File: src/rtl/packer_pkg.sv
// Shared types and constants for the compression packer scheduler.
package packer_pkg;

    // Words per packer group and width of the in-group index.
    localparam int GROUP_SIZE  = 16;
    localparam int GROUP_IDX_W = 4;

    typedef enum logic [2:0] {
        S_IDLE    = 3'd0,
        S_FETCH   = 3'd1,
        S_KICK    = 3'd2,
        S_WAIT_PK = 3'd3,
        S_NEXT    = 3'd4,
        S_FINISH  = 3'd5
    } sched_state_t;

    // Increment that sticks at all-ones instead of wrapping.
    function automatic logic [31:0] sat_inc32(input logic [31:0] value);
        return (value == '1) ? value : value + 32'd1;
    endfunction

endpackage

File: src/rtl/packer_scheduler.sv
// Packer scheduler: feeds encoded words to the compression packer one at a
// time, pads the last partial group of 16 with zero-mask words, and turns
// packer write strobes/counters into absolute SRAM write addresses.
// Optional build macro PACKER_SCHED_PERF_EN adds saturating performance
// counters (encoder stalls, packer wait cycles, pad words issued).
module packer_scheduler
    import packer_pkg::*;
#(
    parameter int MEM_BW           = 128,
    parameter int ADDR_WIDTH_ACT   = 14,
    parameter int ADDR_WIDTH_MASKS = 11,
    parameter int WORD_CNT_W       = 16
) (
    input  logic                        clk,
    input  logic                        arst_n_in,
    // layer configuration
    input  logic                        cfg_start,
    input  logic [WORD_CNT_W-1:0]       cfg_num_words,
    input  logic [ADDR_WIDTH_ACT-1:0]   cfg_act_base,
    input  logic [ADDR_WIDTH_MASKS-1:0] cfg_mask_base,
    output logic                        busy,
    output logic                        done,
    // encoder side
    input  logic                        enc_valid,
    output logic                        enc_ready,
    // packer side
    output logic                        pad_word,
    output logic                        start_packer,
    input  logic                        ready_packer,
    output logic [GROUP_IDX_W-1:0]      encoder_to_packer_counter,
    input  logic                        packer_write_control,
    input  logic                        write_activations_memory_extra,
    input  logic                        write_masks_memory_extra,
    input  logic [ADDR_WIDTH_ACT-1:0]   outputs_encoded_to_memory_counter,
    input  logic [ADDR_WIDTH_MASKS-1:0] outputs_masks_to_memory_counter,
    // SRAM write side
    output logic [ADDR_WIDTH_ACT-1:0]   act_wr_addr,
    output logic [ADDR_WIDTH_MASKS-1:0] mask_wr_addr,
    output logic                        act_we,
    output logic                        mask_we
`ifdef PACKER_SCHED_PERF_EN
    ,
    output logic [31:0]                 perf_stall_enc,
    output logic [31:0]                 perf_wait_pk,
    output logic [31:0]                 perf_pad
`endif
);

    // The SRAM data path is not routed through here; the width only has to
    // describe a byte-addressable word.
    if (MEM_BW % 8 != 0) begin : g_bad_mem_bw
        $error("packer_scheduler: MEM_BW must be a multiple of 8");
    end

    localparam logic [GROUP_IDX_W-1:0] LAST_IDX = GROUP_IDX_W'(GROUP_SIZE - 1);

    sched_state_t                state_q, state_d;
    logic [GROUP_IDX_W-1:0]      counter_q, counter_d;
    logic [WORD_CNT_W-1:0]       remaining_q, remaining_d;
    logic                        busy_q, busy_d;
    logic                        pad_q, pad_d;
    logic [ADDR_WIDTH_ACT-1:0]   act_base_q, act_base_d;
    logic [ADDR_WIDTH_MASKS-1:0] mask_base_q, mask_base_d;

    // Next-state and one-cycle strobe decode.
    // NOTE: every signal written here gets a default first so no path leaves
    // it unassigned; otherwise synthesis infers a latch.
    always_comb begin
        state_d      = state_q;
        counter_d    = counter_q;
        remaining_d  = remaining_q;
        busy_d       = busy_q;
        pad_d        = pad_q;
        act_base_d   = act_base_q;
        mask_base_d  = mask_base_q;
        enc_ready    = 1'b0;
        start_packer = 1'b0;
        done         = 1'b0;

        case (state_q)
            S_IDLE: begin
                if (cfg_start) begin
                    act_base_d  = cfg_act_base;
                    mask_base_d = cfg_mask_base;
                    remaining_d = cfg_num_words;
                    counter_d   = '0;
                    pad_d       = 1'b0;
                    busy_d      = 1'b1;
                    state_d     = (cfg_num_words == '0) ? S_FINISH : S_FETCH;
                end
            end
            S_FETCH: begin
                if (remaining_q != '0) begin
                    if (enc_valid) begin
                        enc_ready   = 1'b1;
                        remaining_d = remaining_q - WORD_CNT_W'(1);
                        state_d     = S_KICK;
                    end
                end else if (counter_q != '0) begin
                    // Encoder is drained mid-group: fill the group with
                    // zero-mask words so the packer can flush it.
                    pad_d   = 1'b1;
                    state_d = S_KICK;
                end else begin
                    // Nothing left and on a group boundary; not reachable in
                    // normal operation, but never strand the layer.
                    state_d = S_FINISH;
                end
            end
            S_KICK: begin
                start_packer = 1'b1;
                state_d      = S_WAIT_PK;
            end
            S_WAIT_PK: begin
                if (ready_packer) begin
                    state_d = S_NEXT;
                end
            end
            S_NEXT: begin
                pad_d = 1'b0;
                if (counter_q == LAST_IDX) begin
                    counter_d = '0;
                    state_d   = (remaining_q == '0) ? S_FINISH : S_FETCH;
                end else begin
                    counter_d = counter_q + GROUP_IDX_W'(1);
                    state_d   = S_FETCH;
                end
            end
            S_FINISH: begin
                done    = 1'b1;
                busy_d  = 1'b0;
                state_d = S_IDLE;
            end
            default: begin
                state_d = S_IDLE;
            end
        endcase
    end

    // Scheduler state and latched layer configuration.
    // NOTE: sequential state uses non-blocking assignments so every register
    // samples pre-edge values regardless of statement order.
    always_ff @(posedge clk or negedge arst_n_in) begin
        if (!arst_n_in) begin
            state_q     <= S_IDLE;
            counter_q   <= '0;
            remaining_q <= '0;
            busy_q      <= 1'b0;
            pad_q       <= 1'b0;
            act_base_q  <= '0;
            mask_base_q <= '0;
        end else begin
            state_q     <= state_d;
            counter_q   <= counter_d;
            remaining_q <= remaining_d;
            busy_q      <= busy_d;
            pad_q       <= pad_d;
            act_base_q  <= act_base_d;
            mask_base_q <= mask_base_d;
        end
    end

    assign busy                      = busy_q;
    assign pad_word                  = pad_q;
    assign encoder_to_packer_counter = counter_q;

    // Absolute SRAM addresses; the sums wrap at the address width.
    assign act_wr_addr  = act_base_q + outputs_encoded_to_memory_counter;
    assign mask_wr_addr = mask_base_q + outputs_masks_to_memory_counter;

    // The packer's per-memory requests are active low.
    assign act_we  = packer_write_control & ~write_activations_memory_extra;
    assign mask_we = packer_write_control & ~write_masks_memory_extra;

`ifdef PACKER_SCHED_PERF_EN
    logic        perf_clear;
    logic        stall_evt;
    logic        wait_evt;
    logic        pad_evt;
    logic [31:0] stall_q, wait_q, pad_cnt_q;

    assign perf_clear = (state_q == S_IDLE) && cfg_start;
    assign stall_evt  = (state_q == S_FETCH) && (remaining_q != '0) && !enc_valid;
    assign wait_evt   = (state_q == S_WAIT_PK);
    assign pad_evt    = (state_q == S_FETCH) && (remaining_q == '0) && (counter_q != '0);

    // Saturating performance counters, cleared when a layer is accepted.
    always_ff @(posedge clk or negedge arst_n_in) begin
        if (!arst_n_in) begin
            stall_q   <= '0;
            wait_q    <= '0;
            pad_cnt_q <= '0;
        end else if (perf_clear) begin
            stall_q   <= '0;
            wait_q    <= '0;
            pad_cnt_q <= '0;
        end else begin
            if (stall_evt) stall_q   <= sat_inc32(stall_q);
            if (wait_evt)  wait_q    <= sat_inc32(wait_q);
            if (pad_evt)   pad_cnt_q <= sat_inc32(pad_cnt_q);
        end
    end

    assign perf_stall_enc = stall_q;
    assign perf_wait_pk   = wait_q;
    assign perf_pad       = pad_cnt_q;
`endif

endmodule

File: config.mk
export PLATFORM = sky130hd
export DESIGN_NAME = packer_scheduler
export DESIGN_NICKNAME = d
export VERILOG_FILES = /design/src/rtl/packer_pkg.sv /design/src/rtl/packer_scheduler.sv
export SDC_FILE = /design/constraint.sdc
export NUM_CORES = 1
export LEC_CHECK = 0
export ABC_AREA = 1
export CAP_MARGIN = 20
export CORE_MARGIN = 2
export CORE_UTILIZATION = 40
export DETAILED_ROUTE_END_ITERATION = 10
export HOLD_SLACK_MARGIN = 0.05
export PLACE_DENSITY = 0.67
export SLEW_MARGIN = 20
export SYNTH_ARGS = -nofsm -noshare
export SYNTH_HDL_FRONTEND = slang
export SYNTH_SLANG_ARGS = --single-unit
File: constraint.sdc
create_clock -name clk -period 2.9 [get_ports clk]
set_input_delay 0.58 -clock clk [delete_from_list [all_inputs] [get_ports clk]]
set_output_delay 0.58 -clock clk [all_outputs]
set_load 0.03 [all_outputs]
# After elaboration in Yosys (flattened, before gate mapping)
# Index checks and enable logic that the tools add are counted.
[totals] register_bits=50 output_inout_bits=36
[op_classes] addsub=4 n_eq_ne=13 muxes=27 bitwise=4 reduce_logical=15
[ops] op="16-bit 2-to-1 mux" count=3
[ops] op="16-bit logical NOT" count=2
[ops] op="16-bit one-hot mux with 2 select lines" count=1
[ops] op="3-bit 2-to-1 mux" count=8
[ops] op="16-bit nonzero test" count=1
[ops] op="16-bit by 1-bit subtractor with 16-bit output, second input constant" count=1
[ops] op="3-bit one-hot mux with 5 select lines" count=1
[ops] op="14-bit adder" count=1
[ops] op="2-bit inequality test, second input constant" count=6
[ops] op="11-bit adder" count=1
[ops] op="1-bit 2-to-1 mux" count=9
[ops] op="4-bit 2-to-1 mux" count=2
[ops] op="4-bit one-hot mux with 2 select lines" count=1
[ops] op="4-bit AND reduction" count=2
[ops] op="3-bit by 2-bit == test with 1-bit output, second input constant" count=2
[ops] op="3-bit == test, second input constant" count=2
[ops] op="2-bit AND reduction" count=3
[ops] op="2-bit nonzero test" count=3
[ops] op="4-bit by 1-bit adder with 4-bit output, second input constant" count=1
[ops] op="4-bit == test, second input constant" count=1
[ops] op="4-bit nonzero test" count=1
[ops] op="3-bit by 1-bit == test with 1-bit output, second input constant" count=1
[ops] op="3-bit logical NOT" count=1
[ops] op="3-bit inequality test, second input constant" count=1
[ops] op="6 further kinds" count=8

# Logic depth before layout (Yosys ltp)
[logic_depth] depth_word=4 ltp_mapped=12

# Least setup slack after synthesis
# OpenSTA, ideal clock, no wires.
[synth_path] path_type="in2out" startpoint="input port outputs_masks_to_memory_counter[0]" endpoint="output port mask_wr_addr[8]" arrival_ns=2.181 path_slack_ns=0.139 cell_stages=7 n_path_buf=0 path_cell_list="ha_1 inv_1 fa_1 o21ai_0 nand3_1 nand2_1 xor2_1"
[synth_via] elab_chain_len=1
[synth_rtl] element="start, declared" line="packer_scheduler.sv:35" source="input logic [ADDR_WIDTH_MASKS-1:0] outputs_masks_to_memory_counter,"
[synth_rtl] element="11-bit adder" line="packer_scheduler.sv:169" source="assign mask_wr_addr = mask_base_q + outputs_masks_to_memory_counter;"
[synth_rtl] element="end, declared" line="packer_scheduler.sv:38" source="output logic [ADDR_WIDTH_MASKS-1:0] mask_wr_addr,"
# No other way between the ends.

# Worst setup path in the final report
[layout_path] startpoint="input port outputs_masks_to_memory_counter[7]" endpoint="output port mask_wr_addr[10]"
# Same word-level chain as after synthesis.

==> metrics.md <==
| Metric | Value |
|---|---|
| Outcome | complete, no violations |
| Power Dens Cells | 1170 mW/mm² |
| Slew margin rel. | 56.1% |
| Comb pwr share | 70.4% |
| Largest net degree at the start of global routing | 51 |
| Vias per inst | 4.84 |
| GRT Total Usage | 20.0% |
| Ant diodes | 0 |
| Setup-failing EPs final | 0 |
| Number of synthesized flops with an enable pin | 0 |
| Routed vias | 4183 |
| Crit. End Element | output port |
| Final Hold Fails | 0 |
| 1st-pass router iterations | 4 |
| Placed Area | 0.00526 mm² |
| Leakage | 0.00288 µW |
| Total power | 6570 µW |
| CP required | 2.32 ns |
| Switching fraction of total power | 51.6% |
| Synth Flop Type | dfrtp_1 |
| Clock Skew | 0.00898 ns |
| CTS tree | done |
| Worst Setup SP | outputs_masks_to_memory_counter[7] |
| GP Congestion | 1.00 |
| Clock root cell | clkbuf_8 |
| Minimum clock period | 2.86 ns |
| Share of post-route cells with drive strength above 1 | 14.4% |
| Startpoint types | input pin |
| Part of the power in registers | 20.2% |
| Core Footprint | 0.00973 mm² |
| Final slew viol count | 0 |
| Dpl hpwl | 8.13 mm |
| Synth async-reset ratio | 100% |
| DRC Markers | 0 |
| I/O Pins | 110 |
| Mapped Nets | 706 |
| Synth Instances | 604 |
| Hold-fix buffer count after cts | 0 |
| Clock Tree Buf Depth | 2 |
| Post-route fraction of the period consumed by the critical path | 98.6% |
| Worst vdd ir | 655 µV |
| Die area | 0.0108 mm² |
| Clk sinks | 50 |
| Crit path largest cell delay | 0.47 ns |
| DR iter-0 viols | 216 |
| P_sw | 3390 µW |
| Syn avg cell area | 6.63 µm² |
| Fmax | 350 MHz |
| I/O Buffers | 109 |
| TritonCTS Buffers | 5 |
| Cell mode on critical path | nand2_1 |
| First-pass GRT wire length | 18.4 mm |
| Die width | 104 µm |
| Synth unique cells | 37 |
| Cell Chain, Critical Path | clkdlybuf4s50_1 > ha_4 > inv_1 > o21ai_0 > a31oi_1 > nand3_1 > nand2_1 > nand2_1 > buf_4 |
| R2r startpoint | remaining_q[0] |
| Maximum net fanout on the critical path | 4 |
| Grt ovf | 0 |
| Multi-input combinational cell area | 0.00259 mm² |
| Register Area | 0.00125 mm² |
| Final Non-Filler Cells | 864 |
| # Max-Cap Violations | 0 |
| Number of routed nets with antenna violations | 0 |
| CP Data Arrival Time | 2.28 ns |
| Most frequent cells in the layout | nand2_1, clkdlybuf4s50_1, inv_1 |
| Crit Path Class | in2out |
| Routed len/inst | 12.6 µm |
| Yosys reg bits | 50 |
| Slowest cell on crit path | clkdlybuf4s50_1 |
| Post-synthesis instance area | 0.00400 mm² |
| Synth warn | 0 |
| RSZ-0062 raised after global routing | yes |
| Commonest non-fill, non-tap cell in the layout | nand2_1 |
| Die Ht | 104 µm |
| Setup_tns | 0 ns |
| Internal power | 3180 µW |
| Clk pwr share | 9.4% |
| Number of global-route vias before repair | 4081 |
| Starting Density | 41.1% |
| # fillers | 928 |
| Design area | 0.00562 mm² |
| Reg clk slew, reported paths | 0.10 ns |
| Worst-margin pin slew | 0.659 ns |
| Sequential element share of the synthesized area | 31.3% |
| Cell count after placement | 853 |
| Row cnt | 36 |
| Synth-to-layout area growth | 40.5% |
| Final net count | 832 |
| Max H-tree Level | 2 |
| Worst-Skew Late Latency | 0.31 ns |
| Initial antenna violation count | 0 |
| Routed wire length | 10.9 mm |
| Min-delay worst type | in2async |
| Final core occ | 57.8% |
==> final cells by class <==
type,count,area share [%]
repair buffers,130,21.4
well taps,133,2.96
clock buffers,6,1.47
flip-flops and latches,50,22.2
clock inverters,2,1.07
inverters,72,4.89
multi-input cells,471,46.0
==> kinds of logic after synthesis <==
group | Yosys count | synth area share [%]
AOI/OAI and AO/OA | 57 | 7.72
xor gates and xnor gates | 21 | 4.60
adders and majority gates | 28 | 9.13
buffers and inverters | 83 | 8.88
DFF | 50 | 31.3
muxes | 1 | 0.250
and+or+nand+nor | 364 | 38.2
==> flip-flops by register name, summed over array words and instances, names as in the netlist <==
| register | count |
|---|---|
| busy | 1 |
| remaining_q | 16 |
| state_q | 3 |
| encoder_to_packer_counter | 4 |
| act_base_q | 14 |
| mask_base_q | 11 |
| pad_word | 1 |
==> power by group through the flow <==
| stage | logic [µW] | registers, µW | clock network (µW) |
|---|---|---|---|
| floorplan | 3100 | 1270 | 0 |
| global placement | 4330 | 1300 | 0 |
| detailed placement | 4390 | 1310 | 0 |
| CTS | 4430 | 1300 | 635 |
| global route | 5130 | 1370 | 655 |
| finish | 4630 | 1330 | 616 |
==> Yosys cell counts (3+ instances only) <==
library cell  number  share of area (%)
a21oi_1           21                2.6
a31oi_1            3               0.47
buf_2              4               0.50
buf_4              3               0.56
buf_6              3               0.84
dfrtp_1           50                 31
ha_1              26                8.1
inv_1             68                6.4
nand2_1          239                 22
nand3_1           39                4.9
nand4_1            6               0.94
nor2_1            56                5.3
nor2_2             4               0.63
nor3_1             6               0.75
o21ai_0           24                3.0
or2_2              4               0.63
xnor2_1            6                1.3
xor2_1            15                3.3
==> layer usage <==
layer | track usage [%] | wire (µm) | part of all wire [%]
met1 | 26.1 | 4980 | 46
met2 | 34.7 | 5190 | 48
met3 | 3.51 | 533 | 4.9
met4 | 4.25 | 197 | 1.8
met5 | 0 | 0 | 0
==> per-stage QoR <==
step                      worst slack, ns  hold slack [ns]
after floorplan                     0.139            0.284
after global placement             -0.161            0.465
after detailed placement           -0.183            0.467
after CTS                          0.0150            0.402
after global routing              -0.0611            0.440
final                              0.0407            0.377
==> what timing repair did <==
action,CTS,global route
pin swaps,1,5
gates resized for setup,12,34
setup buffers,0,3
setup endpoints to repair,10,16
==> worst paths after layout <==
check / slack (ns) / endpoint / cells after the start
worst min register to register: 0.48 / mask_base_q[5] / 2
worst max register to register: 1.09 / remaining_q[6] / 11
max in group asynchronous: 2.08 / pad_word / 2
min in group clk: 0.48 / mask_base_q[5] / 2
worst min-delay path: 0.38 / remaining_q[1] / 2
worst max-delay path: 0.04 / mask_wr_addr[10] / 9
==> critical path, delay by kind of cell <==
| family | cells | cell delay (ns) |
|---|---|---|
| AO/OA/AOI/OAI | 2 | 0.49 |
| adder cells (fa/ha/maj) | 1 | 0.31 |
| buffers and inverters | 3 | 0.68 |
| AND/OR/NAND/NOR | 3 | 0.22 |
Power figures use the tool's default switching activity.
